### src/rtl/direction_queue_pkg.sv
// Shared game definitions: direction encoding and helpers used by the
// direction queue, the game logic and the renderer.
package direction_queue_pkg;

    localparam int DIR_W = 2;

    typedef logic [DIR_W-1:0] dir_t;

    localparam dir_t DIR_UP    = 2'd0;
    localparam dir_t DIR_RIGHT = 2'd1;
    localparam dir_t DIR_DOWN  = 2'd2;
    localparam dir_t DIR_LEFT  = 2'd3;

    // The encoding places each direction two steps from its reversal.
    function automatic dir_t opposite(input dir_t d);
        return d ^ 2'b10;
    endfunction

endpackage

### src/rtl/direction_queue_if.sv
// Player-input / game-step bundle between the input front end and the
// direction queue.
interface direction_queue_if
    import direction_queue_pkg::*;
#(
    parameter int DEPTH = 4
);
    localparam int CW = $clog2(DEPTH + 1);

    logic          clear;
    logic          up_pressed;
    logic          down_pressed;
    logic          left_pressed;
    logic          right_pressed;
    logic          tick;
    dir_t          dir;
    logic          step;
    logic [CW-1:0] count;
    logic          drop;

    modport master (
        output clear, up_pressed, down_pressed, left_pressed, right_pressed, tick,
        input  dir, step, count, drop
    );

    modport slave (
        input  clear, up_pressed, down_pressed, left_pressed, right_pressed, tick,
        output dir, step, count, drop
    );

endinterface

### src/rtl/direction_queue_dir_fifo.sv
// Small synchronous FIFO of directions with a combinational head read and
// a tail peek of the most recently pushed entry.
module dir_fifo
    import direction_queue_pkg::*;
#(
    parameter int  DEPTH = 4,
    localparam int AW    = $clog2(DEPTH),
    localparam int CW    = $clog2(DEPTH + 1)
) (
    input  logic          clk,
    input  logic          srst,
    input  logic          clear,
    input  logic          push,
    input  logic          pop,
    input  dir_t          wr_data,
    output dir_t          head,
    output dir_t          tail,
    output logic [CW-1:0] count,
    output logic          full,
    output logic          empty
);

    localparam logic [CW-1:0] DEPTH_C = CW'(DEPTH);

    dir_t          mem_q [DEPTH];
    logic [AW-1:0] wr_ptr_q, wr_ptr_d;
    logic [AW-1:0] rd_ptr_q, rd_ptr_d;
    logic [CW-1:0] count_q, count_d;
    logic          do_push;
    logic          do_pop;

    assign full  = (count_q == DEPTH_C);
    assign empty = (count_q == '0);
    assign count = count_q;
    assign head  = mem_q[rd_ptr_q];
    assign tail  = mem_q[wr_ptr_q - AW'(1)];

    // A pop in the same cycle frees the slot a push into a full FIFO needs.
    always_comb begin
        do_push  = push && (!full || pop);
        do_pop   = pop && !empty;
        wr_ptr_d = wr_ptr_q + AW'(do_push);
        rd_ptr_d = rd_ptr_q + AW'(do_pop);
        count_d  = count_q + CW'(do_push) - CW'(do_pop);
    end

    always_ff @(posedge clk) begin
        if (srst || clear) begin
            wr_ptr_q <= '0;
            rd_ptr_q <= '0;
            count_q  <= '0;
        end else begin
            wr_ptr_q <= wr_ptr_d;
            rd_ptr_q <= rd_ptr_d;
            count_q  <= count_d;
        end
    end

    always_ff @(posedge clk) begin
        if (!srst && !clear && do_push)
            mem_q[wr_ptr_q] <= wr_data;
    end

endmodule

### src/rtl/direction_queue.sv
// Turns debounced key presses into a filtered queue of headings, releasing
// one heading per game-step tick.
module direction_queue
    import direction_queue_pkg::*;
#(
    parameter int   DEPTH    = 4,
    parameter dir_t INIT_DIR = DIR_RIGHT
) (
    input  logic             clk,
    input  logic             reset,
    direction_queue_if.slave bus
);

    localparam int CW = $clog2(DEPTH + 1);

    dir_t          dir_q, dir_d;
    logic          step_q, step_d;
    logic          drop_q, drop_d;

    dir_t          sel;
    logic          any_press;
    dir_t          ref_dir;
    logic          accept;
    logic          pop;
    dir_t          fifo_head;
    dir_t          fifo_tail;
    logic [CW-1:0] fifo_count;
    logic          fifo_full;
    logic          fifo_empty;

    // Fixed priority up > down > left > right; losers are simply ignored.
    always_comb begin
        sel       = DIR_UP;
        any_press = 1'b1;
        if (bus.up_pressed)         sel = DIR_UP;
        else if (bus.down_pressed)  sel = DIR_DOWN;
        else if (bus.left_pressed)  sel = DIR_LEFT;
        else if (bus.right_pressed) sel = DIR_RIGHT;
        else                        any_press = 1'b0;
    end

    // New presses are judged against the heading the snake will have once
    // everything already queued has been applied.
    always_comb begin
        ref_dir = fifo_empty ? dir_q : fifo_tail;
        accept  = any_press && !bus.clear &&
                  (sel != ref_dir) && (sel != opposite(ref_dir));
        pop     = bus.tick && !bus.clear;
    end

    always_comb begin
        dir_d  = dir_q;
        step_d = 1'b0;
        drop_d = 1'b0;
        if (bus.clear) begin
            dir_d = INIT_DIR;
        end else begin
            if (bus.tick && !fifo_empty)
                dir_d = fifo_head;
            step_d = bus.tick;
            drop_d = accept && fifo_full && !bus.tick;
        end
    end

    always_ff @(posedge clk) begin
        if (reset) begin
            dir_q  <= INIT_DIR;
            step_q <= 1'b0;
            drop_q <= 1'b0;
        end else begin
            dir_q  <= dir_d;
            step_q <= step_d;
            drop_q <= drop_d;
        end
    end

    dir_fifo #(
        .DEPTH (DEPTH)
    ) u_fifo (
        .clk     (clk),
        .srst    (reset),
        .clear   (bus.clear),
        .push    (accept),
        .pop     (pop),
        .wr_data (sel),
        .head    (fifo_head),
        .tail    (fifo_tail),
        .count   (fifo_count),
        .full    (fifo_full),
        .empty   (fifo_empty)
    );

    assign bus.dir   = dir_q;
    assign bus.step  = step_q;
    assign bus.count = fifo_count;
    assign bus.drop  = drop_q;

endmodule

### src/flat_wrapper.sv
// flat-port wrapper written by rule: the top's interface ports become plain ports
module direction_queue_flat import direction_queue_pkg::*;
#(
    parameter int   DEPTH    = 4,
    parameter dir_t INIT_DIR = DIR_RIGHT
)
  (clk, reset, bus_clear, bus_up_pressed, bus_down_pressed, bus_left_pressed, bus_right_pressed, bus_tick, bus_dir, bus_step, bus_count, bus_drop);
  direction_queue_if #(.DEPTH(DEPTH)) bus_i ();
  input  logic clk;
  input  logic reset;
  input wire logic [$bits(bus_i.clear)-1:0] bus_clear;
  input wire logic [$bits(bus_i.up_pressed)-1:0] bus_up_pressed;
  input wire logic [$bits(bus_i.down_pressed)-1:0] bus_down_pressed;
  input wire logic [$bits(bus_i.left_pressed)-1:0] bus_left_pressed;
  input wire logic [$bits(bus_i.right_pressed)-1:0] bus_right_pressed;
  input wire logic [$bits(bus_i.tick)-1:0] bus_tick;
  output wire logic [$bits(bus_i.dir)-1:0] bus_dir;
  output wire logic [$bits(bus_i.step)-1:0] bus_step;
  output wire logic [$bits(bus_i.count)-1:0] bus_count;
  output wire logic [$bits(bus_i.drop)-1:0] bus_drop;
  assign bus_i.clear = bus_clear;
  assign bus_i.up_pressed = bus_up_pressed;
  assign bus_i.down_pressed = bus_down_pressed;
  assign bus_i.left_pressed = bus_left_pressed;
  assign bus_i.right_pressed = bus_right_pressed;
  assign bus_i.tick = bus_tick;
  assign bus_dir = bus_i.dir;
  assign bus_step = bus_i.step;
  assign bus_count = bus_i.count;
  assign bus_drop = bus_i.drop;
  direction_queue #(.DEPTH(DEPTH), .INIT_DIR(INIT_DIR)) u_core (.clk(clk), .reset(reset), .bus(bus_i));
endmodule
### config.mk
export PLATFORM = sky130hd
export DESIGN_NAME = direction_queue_flat
export DESIGN_NICKNAME = d
export VERILOG_FILES = /design/src/rtl/direction_queue_pkg.sv /design/src/rtl/direction_queue_if.sv /design/src/rtl/direction_queue_dir_fifo.sv /design/src/rtl/direction_queue.sv /design/src/flat_wrapper.sv
export SDC_FILE = /design/constraint.sdc
export NUM_CORES = 1
export LEC_CHECK = 0
export ABC_AREA = 1
export ABC_CLOCK_PERIOD_IN_PS = 2500
export BUFFER_PORTS_ARGS = -buffer_cell sky130_fd_sc_hd__buf_4
export CORE_MARGIN = 2
export CORE_UTILIZATION = 52
export CTS_BUF_LIST = sky130_fd_sc_hd__clkbuf_2
export DETAILED_ROUTE_END_ITERATION = 7
export PLACE_DENSITY = 0.8
export SYNTH_ARGS = -nofsm -noshare
export SYNTH_HDL_FRONTEND = slang
export SYNTH_SLANG_ARGS = --single-unit
### constraint.sdc
create_clock -name clk -period 2.5 [get_ports clk]
set_input_delay 0.125 -clock clk [delete_from_list [all_inputs] [get_ports clk]]
set_output_delay 0.125 -clock clk [all_outputs]
set_load 0.005 [all_outputs]
Yosys cells after proc, flatten, opt, wreduce, memory -nomap -nowiden:

Memories as Yosys holds them, arrays and structs flattened. A register that Yosys moved wholly into a read port is not among the register bits.
Cells that the tools add are included.

* add/sub/neg operators: 5
* reductions and logical operators: 20
* equality and inequality tests: 3
* mux-type cells: 11
* bitwise gates (word level): 1

Operators with widths (number)
* logical AND 1 bit: 11
* 2-to-1 mux 2 bit: 4
* 2-to-1 mux 1 bit: 7
* zero test 1 bit: 5
* adder 2 x 1 -> 2 bit: 2
* inequality test 2 bit: 2
* adder 3 x 1 -> 3 bit: 1
* == test 3 bit (second input constant): 1
* zero test 3 bit: 1
* subtractor 3 x 1 -> 3 bit: 1
* logical OR 1 bit: 2
* OR reduction 2 bit: 1
* subtractor 2 x 1 -> 2 bit (second input constant): 1
* inverter 1 bit: 1

* input bits: 8
* logic and storage cells: 46
* output and inout port bits: 7
* register bits: 9
* memory bits (writable): 8
* memories kept: 1

Memory list
* u_core.u_fifo.mem_q: depth 4, width 2, rd ports 2, clocked after Yosys merged registers in 1, write ports 1, RTL line direction_queue_dir_fifo.sv:25 `dir_t mem_q [DEPTH];`

Depth between registers and ports, before layout:

* depth in word-level cells: 11
* depth in mapped cells: 13
* depth with buffers taken out: 13

Cells and area by module:

Synthesis repeated with hierarchy kept, for this count alone.

* cell total of the unflattened synthesis: 135
* area, all modules: 1042.2 um^2

Modules (own cells, without submodules)
* dir_fifo: cells an instance 94, seq. area each 380.4 um^2, area an instance 803.3 um^2, times used 1
* direction_queue: cells an instance 41, seq. area each 80.1 um^2, area an instance 239.0 um^2, times used 1

Least setup slack after synthesis:

Ideal clock, no wire load.

* path kind: register to register
* start point: register u_core.u_fifo.wr_ptr_q[0]
* end point: register u_core.u_fifo.count_q[2] (netlist: u_core.u_fifo.count[2])
* path buffers: 0
* arrival time: 2.368 ns
* path slack: 0.054 ns
* library setup time: 0.078 ns
* cell stages (with the launch flop): 14
* clock period less this slack: 2.446 ns
* required time: 2.422 ns
* cell sequence: dfxtp_1 inv_2 ha_1 nand3b_1 nand3_1 nand2_1 nand2_2 nand3_1 ha_1 inv_1 ha_1 fa_1 and3_1 nor3_1

* cells in the longest elaborated chain, start to end: 9
* elaborated cells between the ends (all ways): 11
* those cells by class: add/sub: 3; eq/ne: 2; mux: 1; bitwise: 1; reduce/logical: 3; memory: 1

Ends and longest elaborated chain
* start: declaration: RTL line direction_queue_dir_fifo.sv:26 `logic [AW-1:0] wr_ptr_q, wr_ptr_d;`
* start signal: assignment: RTL line direction_queue_dir_fifo.sv:53 `wr_ptr_q <= wr_ptr_d;`
* subtractor 2 x 1 -> 2 bit (*): RTL line direction_queue_dir_fifo.sv:36 `assign tail = mem_q[wr_ptr_q - AW'(1)];`
* memory read (4 x 2 bit) (*)
* 2-to-1 mux 2 bit (*): RTL line direction_queue.sv:45 `ref_dir = fifo_empty ? dir_q : fifo_tail;`
* inequality test 2 bit or inverter 1 bit (tied branches)
* logical AND 1 bit or inequality test 2 bit (tied branches): RTL line direction_queue.sv:46, direction_queue.sv:47
* logical AND 1 bit (*): RTL line direction_queue.sv:47 `(sel != ref_dir) && (sel != opposite(ref_dir));`
* logical AND 1 bit (*): RTL line direction_queue_dir_fifo.sv:40 `do_push = push && (!full || pop);`
* adder 3 x 1 -> 3 bit (*): RTL line direction_queue_dir_fifo.sv:44 `count_d = count_q + CW'(do_push) - CW'(do_pop);`
* subtractor 3 x 1 -> 3 bit (*): RTL line direction_queue_dir_fifo.sv:44
* end signal: assignment: RTL line direction_queue_dir_fifo.sv:55 `count_q <= count_d;`
* end: declaration: RTL line direction_queue_dir_fifo.sv:28 `logic [CW-1:0] count_q, count_d;`

Mark *: on every way between the ends. The rest lies on a longest branch, timed or not.
A chain may end at the register's enable or synchronous reset.

Worst setup path in the final report:

* start point: register u_core.u_fifo.wr_ptr_q[1]
* end point: register u_core.u_fifo.count_q[2] (netlist: u_core.u_fifo.count[2])

The elaborated chain is that of the path after synthesis.

==> results.py <==
metrics = {
    "run_status": {
        "status": "complete, no violations",
    },
    "logic_synthesis": {
        "yosysWarnings": 0,
        "synth-compound-area-share_pct": 5.26,
        "post_synth_main_area_contributors": "edfxtp_1 (25%), dfxtp_1 (23%), ha_1 (10%)",
        "synth_mux_area_share_pct": 0,
        "post_synth_fa_ha_maj_area_fraction_pct": 12.3,
        "area_leader_netlist": "edfxtp_1",
        "mappedNetlistArea_um2": 976,
        "synth-seq-cells": 19,
        "synthesis.nets": 130,
        "synth_top_cell_area_share_pct": 24.6,
        "post_synthesis_cells": 113,
        "share_of_the_yosys_chip_area_belonging_to_registers_pct": 47.2,
        "per_instance_average_area_after_synthesis_um2": 8.64,
        "synth_xor_area_share_pct": 1.79,
        "post_synthesis_simple_gate_area_fraction_pct": 23.8,
        "largest_family_of_logic_cells_by_synthesized_area": "simple AND/OR/NAND/NOR gates",
        "synth.distinct_cells": 24,
    },
    "sta": {
        "slew_viol_final": 0,
        "timing.final.setup_violations": 0,
        "setup_tns_ns": 0,
        "finalWorstSetupSlack_ns": 0.140,
        "timing_worst_slew_pin_value_ns": 0.302,
        "slew_headroom_pct": 79.8,
        "final.min_clock_period_ns": 2.36,
        "hold_viol_final": 0,
        "rsz0062_at_grt": "no",
        "timing.clock.skew_ns": 0.0175,
        "fin_crit_sh_pct": 94.4,
        "max_clock_freq_ghz": 0.424,
        "holdWs_ns": 0.0564,
    },
    "critical_path": {
        "slowest_delay_ns": 0.36,
        "cpMaxStageDelayCell": "dfxtp_2",
        "worstPathArrival_ns": 2.60,
        "worst_path_dominant_cell_family": "adder cells",
        "path_max_fanout": 3,
        "crit_path_cell_trace": "inv_1 -> ha_4 -> nand3b_1 -> nand3_2 -> nand2_2 -> nand2_4 -> nand3_2 -> ha_1 -> inv_1 -> ha_1 -> fa_2 -> and3_1 -> nor3_1",
        "category_of_the_critical_setup_timing_path": "flip-flop to flip-flop",
        "cp_num_buf_inv": 2,
        "r2r_cells": 13,
        "cp.depth": 13,
        "timing.critical_path.from": "u_core.u_fifo.wr_ptr_q[1]",
        "worst_setup_path_end_kind": "flip-flop",
        "timing.critical_path.required_ns": 2.74,
        "setup.worst_path.start_class": "flip-flop",
        "reg2reg_from": "u_core.u_fifo.wr_ptr_q[1]",
    },
    "routing": {
        "route.detailed.drc": 0,
        "routed_via_density": 4.85,
        "vias": 771,
        "drtIter0Drc": 21,
        "detail_route.wl_per_cell_um": 11.5,
        "router_iterations_before_antenna_repair": 4,
        "routed_wirelength_mm": 1.83,
        "ant_nets": 0,
    },
    "die": {
        "core_area_mm2": 0.00175,
        "dieHeight_um": 47.3,
        "die_width_um": 47.3,
        "die_area_mm2": 0.00224,
        "top_level_ports": 15,
        "start_util_pct": 55.9,
        "std_cell_rows": 15,
    },
    "pwr": {
        "ir_worst_vdd_uv": 302,
        "leakage_uw": 0.000536,
        "finalPower_uw": 553,
        "power.density_mw_per_mm2": 465,
    },
    "clock_tree": {
        "htree_num_levels": 1,
        "clk_transition_reported_paths_ns": 0.18,
        "clock_sinks": 19,
        "clockRootBuffer": "clkbuf_2",
        "cts_inserted_buffers": 3,
        "tritoncts": "built",
        "clk_path_buf_depth": 2,
        "clkLatencyLatePin_ns": 0.30,
    },
    "final_layout": {
        "layout_common_cells": "inv_1 (23), nor2_1 (21), buf_4 (17), nand2_1 (12), dfxtp_1 (9)",
        "finalNetCount": 152,
        "fin_area_mm2": 0.00119,
        "mostFrequentLayoutCell": "inv_1",
        "insertedDiodeCount": 0,
        "drive_gt1_share_pct": 26.1,
        "areaGrowthSynthToFinish_pct": 21.9,
    },
    "placement": {
        "gp_routability_congestion": 0.832,
        "post-place-ws_ns": 0.00320,
        "post_dp_cell_area_mm2": 0.00113,
        "place.port_buffers": 14,
        "dp_hpwl_mm": 1.46,
    },
    "grt": {
        "grt_pass1_vias": 711,
        "grt_antenna_before_repair": 0,
        "grt_start_max_net_pins": 11,
        "global_route.usage.total_pct": 18.6,
        "global_route_wire_length_before_repair_mm": 2.90,
        "globalRoute.totalOverflow": 0,
    },
    "worst_hold_path": {
        "holdCritPathClass": "primary input to flip-flop",
        "hp-start": "bus_tick",
        "worst_hold_path.num_cells": 3,
    },
    "job": {
        "max-cap-violations": 0,
    },
}
==> cells in the mapped netlist, drive strengths merged <==
cell and n:
nand3 6, fa 1, inv 25, nor3 2, o211ai 1, a21oi 2, or2 2, nor2 22
edfxtp 8, nand3b 1, xnor2 2, nand2 14, ha 8, a31oi 1, o21a 1, nand4 1
and3 1, dfxtp 11, o21ai 4
==> metal layers <==
layer | wire (um) | GRT usage (%) | share of wire (%)
met4 | 15 | 6.67 | 0.82
met5 | 0 | 0 | 0
met2 | 919 | 33.2 | 50
met3 | 83 | 2.31 | 4.5
met1 | 807 | 22.7 | 44
==> registers in the layout, indices dropped and copies added (netlist names) <==
signal	count
u_core.u_fifo.mem_q	8
u_core.u_fifo.count	3
u_core.bus.dir	2
u_core.u_fifo.rd_ptr_q	2
u_core.u_fifo.wr_ptr_q	2
u_core.bus.drop	1
u_core.bus.step	1
==> worst paths after layout <==
check | slack (ns) | end
worst min-delay path | 0.06 | u_core.bus.step
worst max register to register | 0.14 | u_core.u_fifo.count[2]
worst min register to register | 0.53 | u_core.bus.dir[0]
worst max-delay path | 0.14 | u_core.u_fifo.count[2]
==> metrics by stage <==
step	util, %	cells
3_3_place_gp	64.6	154
6_report	68.2	159
4_1_cts	65.7	158
3_5_place_dp	64.6	154
5_1_grt	68.2	159
2_1_floorplan	-	113
==> kinds of logic after synthesis <==
logic type / Yosys count
XOR/XNOR: 2
flip-flops: 19
AND/OR/NAND/NOR: 49
AO/OA/AOI/OAI: 9
buffers and inverters: 25
adder cells (fa/ha/maj): 9
==> worst register-to-register path, cell delays in order, from the launching register on <==
cell and delay [ns]:
dfxtp_2 0.36, inv_1 0.10, ha_4 0.21, nand3b_1 0.16, nand3_2 0.09, nand2_2 0.07
nand2_4 0.09, nand3_2 0.07, ha_1 0.28, inv_1 0.04, ha_1 0.18, fa_2 0.33
and3_1 0.18, nor3_1 0.15
==> cell type report <==
| type | instances | area (um2) |
|---|---|---|
| flip-flops and latches | 19 | 463 |
| repair buffers | 17 | 128 |
| fillers | 140 | 556 |
| clock buffers | 4 | 20.0 |
| well taps | 25 | 31.3 |
| multi-input cells | 69 | 454 |
| inverters | 25 | 93.8 |
==> power by group <==
group / switching (uW) / leakage (uW) / internal, uW
combinational: 47.9 / 0.000356 / 38.1
clock: 88.9 / 0.0000166 / 42.4
sequential: 5.18 / 0.000164 / 331
==> repair_timing <==
action                                  CTS  global route
setup buffers                             0             1
hold buffers                              0             0
endpoints found under the setup margin    0             2
gates resized for setup                   0             8
(Power assumes the default switching activity.)
